===== config.mk =====
export PLATFORM = sky130hd
export DESIGN_NAME = tdm_scanner
export DESIGN_NICKNAME = d
export VERILOG_FILES = /design/src/rtl/tdm_scanner_pkg.sv /design/src/rtl/tdm_scanner_settle_timer.sv /design/src/rtl/tdm_scanner.sv
export SDC_FILE = /design/constraint.sdc
export NUM_CORES = 1
export LEC_CHECK = 0
export CORE_MARGIN = 10
export CORE_UTILIZATION = 54
export DETAILED_ROUTE_END_ITERATION = 12
export HOLD_SLACK_MARGIN = 0.1
export PLACE_DENSITY = 0.81
export SYNTH_ARGS = -nofsm -noshare
export SYNTH_HDL_FRONTEND = slang
export SYNTH_SLANG_ARGS = --single-unit

===== constraint.sdc =====
create_clock -name clk -period 4.1 [get_ports clk]
set_clock_uncertainty 0.15 [all_clocks]
set_input_delay 0.615 -clock clk [delete_from_list [all_inputs] [get_ports clk]]
set_output_delay 0.615 -clock clk [all_outputs]
set_load 0.02 [all_outputs]

===== src/rtl/tdm_scanner_pkg.sv =====
// rtl/tdm_scanner_pkg.sv - shared types, select-to-bit mapping and hold bounds for the TDM scanner
package tdm_scanner_pkg;

  typedef enum logic [1:0] {
    ST_IDLE = 2'd0,
    ST_SCAN = 2'd1,
    ST_DONE = 2'd2
  } state_t;

  localparam int HOLD_MIN = 1;
  localparam int HOLD_MAX = 15;

  // Select 00 lands in the MSB so the frame reads in scan order.
  function automatic logic [1:0] sel_to_bit(input logic [1:0] sel);
    return 2'd3 - sel;
  endfunction

  // Out-of-range hold values are clamped rather than wrapping the 4-bit timer.
  function automatic logic [3:0] hold_terminal(input int hold);
    if (hold < HOLD_MIN) return 4'd0;
    else if (hold > HOLD_MAX) return 4'(HOLD_MAX - 1);
    else return 4'(hold - 1);
  endfunction

endpackage


===== src/rtl/tdm_scanner_settle_timer.sv =====
// rtl/tdm_scanner_settle_timer.sv - 4-bit settle counter with clear/enable and terminal-count flag
module settle_timer (
  input  logic       clk,
  input  logic       rst_n,
  input  logic       clear,
  input  logic       enable,
  input  logic [3:0] terminal,
  output logic       tc
);

  logic [3:0] count;

  assign tc = (count == terminal);

  always_ff @(posedge clk) begin
    if (!rst_n) begin
      count <= 4'd0;
    end else if (clear) begin
      count <= 4'd0;
    end else if (enable) begin
      count <= count + 4'd1;
    end
  end

endmodule


===== src/rtl/tdm_scanner.sv =====
// rtl/tdm_scanner.sv - walks a 4:1 mux select, samples its output and presents 4-bit frames with valid/ready
module tdm_scanner
  import tdm_scanner_pkg::*;
#(
  parameter int HOLD_CYCLES = 1
) (
  input  logic       clk,
  input  logic       rst_n,
  input  logic       start,
  input  logic       continuous,
  input  logic       mux_out,
  output logic [1:0] select_lines,
  output logic [3:0] frame,
  output logic       frame_valid,
  input  logic       frame_ready,
  output logic       busy,
  output logic       overrun
);

  localparam logic [3:0] TERMINAL = hold_terminal(HOLD_CYCLES);

  state_t     state;
  logic [3:0] shreg;
  logic [3:0] shreg_next;
  logic       tc;
  logic       in_scan;

  assign in_scan = (state == ST_SCAN);
  assign busy    = (state != ST_IDLE);

  settle_timer u_timer (
    .clk      (clk),
    .rst_n    (rst_n),
    .clear    (!in_scan || tc),
    .enable   (in_scan),
    .terminal (TERMINAL),
    .tc       (tc)
  );

  always_comb begin
    shreg_next = shreg;
    shreg_next[sel_to_bit(select_lines)] = mux_out;
  end

  always_ff @(posedge clk) begin
    if (!rst_n) begin
      state        <= ST_IDLE;
      select_lines <= 2'b00;
      frame        <= 4'b0000;
      frame_valid  <= 1'b0;
      overrun      <= 1'b0;
      shreg        <= 4'b0000;
    end else begin
      case (state)
        ST_IDLE: begin
          select_lines <= 2'b00;
          if (start) begin
            state <= ST_SCAN;
            shreg <= 4'b0000;
          end
        end
        ST_SCAN: begin
          if (start) overrun <= 1'b1;
          if (tc) begin
            shreg <= shreg_next;
            if (select_lines == 2'b11) begin
              frame        <= shreg_next;
              frame_valid  <= 1'b1;
              select_lines <= 2'b00;
              state        <= ST_DONE;
            end else begin
              select_lines <= select_lines + 2'b01;
            end
          end
        end
        ST_DONE: begin
          select_lines <= 2'b00;
          // start is a don't-care on the handshake edge itself.
          if (frame_ready) begin
            frame_valid <= 1'b0;
            shreg       <= 4'b0000;
            state       <= continuous ? ST_SCAN : ST_IDLE;
          end else if (start) begin
            overrun <= 1'b1;
          end
        end
        default: begin
          state        <= ST_IDLE;
          select_lines <= 2'b00;
          frame_valid  <= 1'b0;
        end
      endcase
    end
  end

endmodule


* Yosys cells after proc, flatten, opt, wreduce, memory -nomap -nowiden
Index checks and enable logic that the tools add are counted.
** Storage, ports and cells
- Register bits after elaboration :: 18
- Latch bits :: 0
- Memory bits (writable) :: 0
- Memory bits (read-only) :: 0
- Input bits :: 6
- Memories :: 0
** Operators by class
- Add/sub/neg operators :: 3
- $mul :: 0
- Divide/modulo/power cells :: 0
- $lt $le $gt $ge :: 2
- Eq/ne operators :: 8
- Shift operators :: 0
- Mux-type cells :: 21
- Bitwise operators :: 2
- Reduce and logical (&&, ||, !) cells :: 15
** Operators with widths (number)
- 2-to-1 mux 4 bit :: 3
- one-hot mux 4 bit (3 select lines) :: 1
- AND reduction 4 bit :: 3
- 2-to-1 mux 2 bit :: 5
- inequality test 2 bit (second input constant) :: 4
- 2-to-1 mux 1 bit :: 7
- one-hot mux 2 bit (3 select lines) :: 1
- adder 4 x 1 -> 4 bit (second input constant) :: 1
- bitwise mux 4 bit :: 1
- == test 2 bit (second input constant) :: 2
- zero test 4 bit :: 1
- AND reduction 2 bit :: 2
- nonzero test 2 bit :: 2
- less-than comparator 2 x 3 -> 1 bit (second input constant) :: 1
- one-hot mux 1 bit (3 select lines) :: 1
- AND reduction 3 bit :: 1
- nonzero test 3 bit :: 1
- adder 2 x 1 -> 2 bit (second input constant) :: 1
- demux 1 bit (select 2 bit) :: 1
- == test 2 x 1 -> 1 bit (second input constant) :: 1
- greater-or-equal comparator 2 x 1 -> 1 bit (second input constant) :: 1
- zero test 2 bit :: 1
- inequality test 2 x 1 -> 1 bit (second input constant) :: 1
- NOT 1 bit :: 2
- other kinds (6) :: 6

* Depth between registers and ports, before layout
- Depth in word-level cells :: 8
- Mapped depth :: 6
- Gate-level depth less buffers :: 5

* By module
From an unflattened synthesis, not the netlist that was laid out.
** Second synthesis, totals
- Cells, all modules :: 101
- Area, all modules :: 955.9 µm²
** Modules (own cells, without submodules)
- tdm_scanner :: times used 1, cells each 79, area each 734.5 µm², seq. area each 280.3 µm²
- settle_timer :: times used 1, cells each 22, area each 221.5 µm², seq. area each 80.1 µm²

* Least setup slack after synthesis
OpenSTA, ideal clock, no wires.
- Path type :: register to register
- Start point :: register u_timer.count[0]
- End point :: register shreg[1]
- Setup time :: 0.083 ns
- Arrival :: 1.487 ns
- Slack :: 2.381 ns
- Cell stages (with the launch flop) :: 7
- Period minus slack after synthesis :: 1.719 ns
- Cell sequence :: dfxtp_1 inv_1 ha_1 or3b_1 buf_2 or4_1 o221ai_1
** On the way
- Cells in the longest elaborated chain, start to end :: 3
** RTL lines
- start, declared :: line tdm_scanner_settle_timer.sv:11 : logic [3:0] count;
- start signal, assigned :: line tdm_scanner_settle_timer.sv:21 : count <= count + 4'd1;
- zero test 4 bit :: line tdm_scanner_settle_timer.sv:13 : assign tc = (count == terminal);
- inequality test 2 bit (no source line)
- AND reduction 4 bit (no source line)
- end signal, assigned :: line tdm_scanner.sv:65 : shreg <= shreg_next;
- end, declared :: line tdm_scanner.sv:23 : logic [3:0] shreg;
Every way passes these cells.
A chain may end at the register's enable or synchronous reset.

* Final worst setup path
- Start point :: register state[0]
- End point :: output port busy
** On the way
- Cells in the longest elaborated chain, start to end :: 1
** RTL lines
- start, declared :: line tdm_scanner.sv:22 : state_t state;
- start signal, assigned :: line tdm_scanner.sv:82 : state <= continuous ? ST_SCAN : ST_IDLE;
- nonzero test 2 bit :: line tdm_scanner.sv:29 : assign busy = (state != ST_IDLE);
- end, declared :: line tdm_scanner.sv:16 : output logic busy,
Every way passes these cells.

==> run summary <==
post-route ant nets - 0
Hold Path Cell Cnt - 2
number of max-slew violations in the final report - 0
HP Start - frame_valid$_SDFFE_PN0P_
vias in the first global route - 744
Final #Nets - 124
Ports - 15
Mean Syn Cell Area - 8.71 sq um
worst reg2reg path depth - 5
count leader, synth - dfxtp_1
PD cells - 286 mW/mm^2
Ant. Diodes - 0
Hold Crit Endpoint - frame_valid$_SDFFE_PN0P_
largest net degree at the start of global routing - 19
HPWL after DPL - 1410 microns
post-CTS sizing - 0
Area Growth Syn to Fin - 16.9%
worst slew pin tran - 1230 ps
crit-path max FO - 11
Final Non-Filler Cells - 127
min cycle time layout - 2330 ps
Slew Limit Headroom - 17.7%
Core ar. - 0.00152 sq mm
Routed WL - 1920 microns
global-route wire length before repair - 3200 microns
VDD IR max - 0.000218 V
Yosys reg bits - 17
final setup violation count - 0
CP Class - flip-flop to output port
share of layout cells above drive strength 1 - 4.50%
die area - 0.00364 sq mm
Mapped Cells - 101
r2r startpoint - u_timer.count[0]$_SDFFE_PP0P_
final hold slack - 301 ps
number of flops mapped to enable cells by yosys - 0
vias per inst - 5.80
CTS clk-pin slew, worst paths - 100 ps
drc violations - 0
TritonCTS buffer count - 3
WL met1 - 818 microns
H-Tree Level Count - 1
Critical Path Start Type - flip-flop
CP startpoint - state[0]$_SDFFE_PN0P_
Data required, critical path - 3340 ps
clock sink count - 17
setup TNS - 0 ps
Die Ht - 60.4 microns
crit path capture type - output port
f_max - 0.429 GHz
Hold Path Class - flip-flop to flip-flop
Routed WL per cell - 15.1 microns
initial core utilization - 57.7%
maximum clock insertion buffer count - 2
sequential share of the synthesized area - 38.7%
slack of the critical path - 1770 ps
ys flop type - dfxtp_1
status - complete, no violations
Initial DRC Count - 12
post-synth top area share - 38.7%
CTS tree - built
Met3 Wirelength - 129 microns
Worst R2R End - frame[0]$_SDFFE_PN0P_
GRT Util Overall - 11.3%
CTS root buf - clkbuf_4
period utilization - 56.8%
top cells by area, synth - dfxtp_1 (39%), ha_1 (8.5%), nand2_1 (5.1%)
Synth top cells by count - dfxtp_1 (17), nand2_1 (12), ha_1 (6), inv_1 (6), nand4_1 (6)
routability cong. - 0.755
Place WS - 1760 ps
dpl cells - 123
max layer used - met4
Skew-Pair Late Insertion Delay - 300 ps
Setup Buffers After CTS - 0
via count - 736
Synth warnings - 0
unrepaired setup endpoints after global routing - false
# hold bufs at CTS - 0
crit path DAT - 1570 ps
row count - 14
r2r setup slk - 1790 ps
syn nets - 113
mapped cell area - 880 sq um
Die Wd - 60.4 microns
initial antenna violation count - 0
Final Util - 67.5%
total congestion overflow - 0
Port Buffers - 14
Leak Pwr - 0.416 nW
area leader, netlist - dfxtp_1
maxcap violations - 0
FFs w/ async S/R, synth - 0%
Unique masters post-synth - 31
wire length on met2 - 952 microns
Final Hold Vio Count - 0
drt pass-1 iters - 4
[how the worst max path moves through the flow]
stage,endpoint,slack (ps)
6_report,busy,1770
5_1_grt,frame[0]$_SDFFE_PN0P_,1610
4_1_cts,busy,1750
3_5_place_dp,shreg[3]$_SDFFE_PN0P_,1760
3_3_place_gp,shreg[1]$_SDFFE_PN0P_,1810
2_1_floorplan,shreg[1]$_SDFFE_PN0P_,2380
[sequential cells by signal, indices dropped and copies added, names as in the netlist]
register       cells
state              2
frame              4
frame_valid        1
shreg              3
select_lines       2
overrun            1
u_timer.count      4
[worst max-delay path: stages, from the launching register on]
cell and delay, ps:
dfxtp_1 510, or2_2 170, clkdlybuf4s50_1 590
[final cells by class]
cell class	count	area, sq um
Multi-Input combinational cell	70	479
Inverter	6	22.5
Timing Repair Buffer	14	140
Fill cell	136	495
Tap cell	16	20.0
Clock buffer	4	26.3
Sequential cell	17	340
[cells by family after synthesis]
family                     share of synthesized area [%]
AOI/OAI and AO/OA                                   16.2
xor gates and xnor gates                           0.996
adders and majority gates                           8.53
buffers and inverters                               6.83
DFF                                                 38.7
muxes                                               4.55
and+or+nand+nor                                     24.2
[routing by layer]
layer	vias up	global-route usage, %
met5	-	0
met4	0	3.85
met3	4	5.43
met2	11	19.1
met1	345	12.0
li1	376	-
[through the flow]
step                instance area (sq um)  total power, W
finish                               1030        0.000295
global placement                     1000        0.000208
floorplan                             880        0.000196
detailed placement                   1000        0.000210
global route                         1030        0.000309
CTS                                  1030        0.000300
[layout by cell type, fill, tap and decap left out]
master / netlist / final
dfxtp_1: 17 / 17
clkdlybuf4s50_1: 0 / 14
nand2_1: 12 / 12
inv_1: 6 / 6
nand4_1: 6 / 6
ha_1: 6 / 6
a21oi_1: 5 / 5
mux2i_1: 4 / 4
nor2_1: 4 / 4
o211a_1: 3 / 3
o21ai_0: 3 / 3
o21a_1: 3 / 3
clkbuf_4: 0 / 3
nor3b_1: 2 / 2
nand2b_1: 2 / 2
or3_1: 2 / 2
nor2b_1: 2 / 2
o211ai_1: 2 / 2
or4_1: 2 / 2
o221ai_1: 2 / 2
nand3_1: 2 / 2
or2_2: 1 / 1
o221a_2: 1 / 1
or3b_1: 1 / 1
and3_1: 1 / 1
and3b_1: 1 / 1
o22ai_1: 1 / 1
nand3b_1: 1 / 1
xor2_1: 1 / 1
clkbuf_1: 4 / 1
[power by group]
part | leakage [nW] | switching (W) | internal (W)
logic | 0.264 | 0.0000180 | 0.0000160
clock network | 0.0150 | 0.0000507 | 0.0000379
registers | 0.138 | 0.00000397 | 0.000168
total | 0.416 | 0.0000727 | 0.000222
No activity file was read; power rests on OpenSTA's default activity.
==> variant: new RTL, same settings <==
Encoding of `state_t`: now one-hot (3 bits for 3 states).
--- a/src/rtl/tdm_scanner_pkg.sv
+++ b/src/rtl/tdm_scanner_pkg.sv
@@ -3,6 +3,6 @@
 
-  typedef enum logic [1:0] {
-    ST_IDLE = 2'd0,
-    ST_SCAN = 2'd1,
-    ST_DONE = 2'd2
+  typedef enum logic [2:0] {
+    ST_IDLE = 3'b001,
+    ST_SCAN = 3'b010,
+    ST_DONE = 3'b100
   } state_t;
Behaviour: no difference found for any inputs over 10 cycles, from zero or initial values and one cycle with rst_n low; not proved beyond that.
==> variant against the original RTL <==
  * Area after synthesis grew 10%
  * Sequential cell count up 1
  * Non-clock buffer count stayed put
  * Critical path type unchanged
  * Via count grew 6.3%
  * Core utilization fell by 0.31 points
  * Total power grew 14%
  * Setup slack worse by 370 ps
  * Sequential share of layout area decreased by 1.7 points
  * Wire length increased by 6.8%
  * Final area is 12% higher
==> variant: results (changes against the original RTL) <==
Route:
- The count of routing violations after the opening detailed-route iteration came to 23 (was 12).
- The count of TritonRoute iterations in the first routing pass came to 5 (was 4).
- The total routed wirelength came to 2050 um (was 1920 um).
- The wire length on met3 is 143 um (was 129 um).
- The detailed-route wire length per cell is 14.2 um (was 15.1 um).
- The met1 layer wirelength in the final routing came to 885 um (was 818 um).

Layout:
- The net total in the final layout is 133 (was 124).
- The fraction of layout instances using a drive strength above 1 came to 0.0917 (was 0.0450).
- Leading registers by flop count: frame: 4 flops, u_timer.count: 4 flops (was frame: 4 flops, u_timer.count: 4 flops, shreg: 3 flops).

Global route:
- The met3 usage in global routing came to 0.0538 (was 0.0543).
- The fraction of met1 tracks used by global routing was 0.116 (was 0.120).
- The global routing usage summed across all routing layers is 0.108 (was 0.113).

STA:
- The normalized max-slew margin is 0.651 (was 0.177).

Place:
- The half-perimeter wire length after placement was 1530 um (was 1410 um).
- The routability congestion estimate is 0.790 (was 0.755).
- The area after detailed placement is 0.00111 sq mm (was 0.00100 sq mm).

Setup path:
- The highest fanout seen on the critical path came to 14 (was 11).
- The beginning of the worst register-to-register path is state[0] (was u_timer.count[0]).
- The endpoint arrival time on the critical path is 1940 ps (was 1570 ps).
- The number of cells on the worst reg-to-reg path is 3 (was 5).

Power:
- The peak ir drop on the vdd network was 0.223 mV (was 0.218 mV).
- The total leakage power is 0.397 nW (was 0.416 nW).
- The switching power summed over all nets was 0.0831 mW (was 0.0727 mW).

Logic synthesis:
- The post-synthesis xor/xnor area fraction came to 0.0271 (was 0.00996).
- The sequential share of the synthesized area is 0.371 (was 0.387).
- Synth cell count leaders: sky130_fd_sc_hd__dfxtp_1 (18), sky130_fd_sc_hd__a21oi_1 (10), sky130_fd_sc_hd__nand2_1 (10) (was sky130_fd_sc_hd__dfxtp_1 (17), sky130_fd_sc_hd__nand2_1 (12), sky130_fd_sc_hd__ha_1 (6), sky130_fd_sc_hd__inv_1 (6), sky130_fd_sc_hd__nand4_1 (6)).
- The post-synthesis mux area share is 0.0103 (was 0.0455).

Status:
- Outcome: finished, final reports clean (unchanged).

Hold path:
- The destination of the worst hold path is frame[1] (was frame_valid).
[variant: cell types whose count changed after synthesis, moves of 3 or more]
cell / delta
sky130_fd_sc_hd__nand2b_1: +3
sky130_fd_sc_hd__mux2i_1: -3
sky130_fd_sc_hd__clkbuf_1: -4
sky130_fd_sc_hd__nor2_1: +4
sky130_fd_sc_hd__nor3_1: +5
sky130_fd_sc_hd__a21oi_1: +5
sky130_fd_sc_hd__o211a_1: -3
sky130_fd_sc_hd__a221o_1: +3
sky130_fd_sc_hd__nand4_1: -6
sky130_fd_sc_hd__a21o_1: +3
[variant: critical path, cell delays in order (launching register included)]
cell                              delay (ps)
sky130_fd_sc_hd__dfxtp_1                 650
sky130_fd_sc_hd__or3b_1                  430
sky130_fd_sc_hd__clkdlybuf4s50_1         560
[variant: final cells by class]
class / instances / area (sq um)
Clock buffer: 4 / 36.3
Timing Repair Buffer: 14 / 140
Multi-Input combinational cell: 78 / 557
Sequential cell: 18 / 360
Fill cell: 135 / 561
Tap cell: 25 / 31.3
Inverter: 6 / 22.5
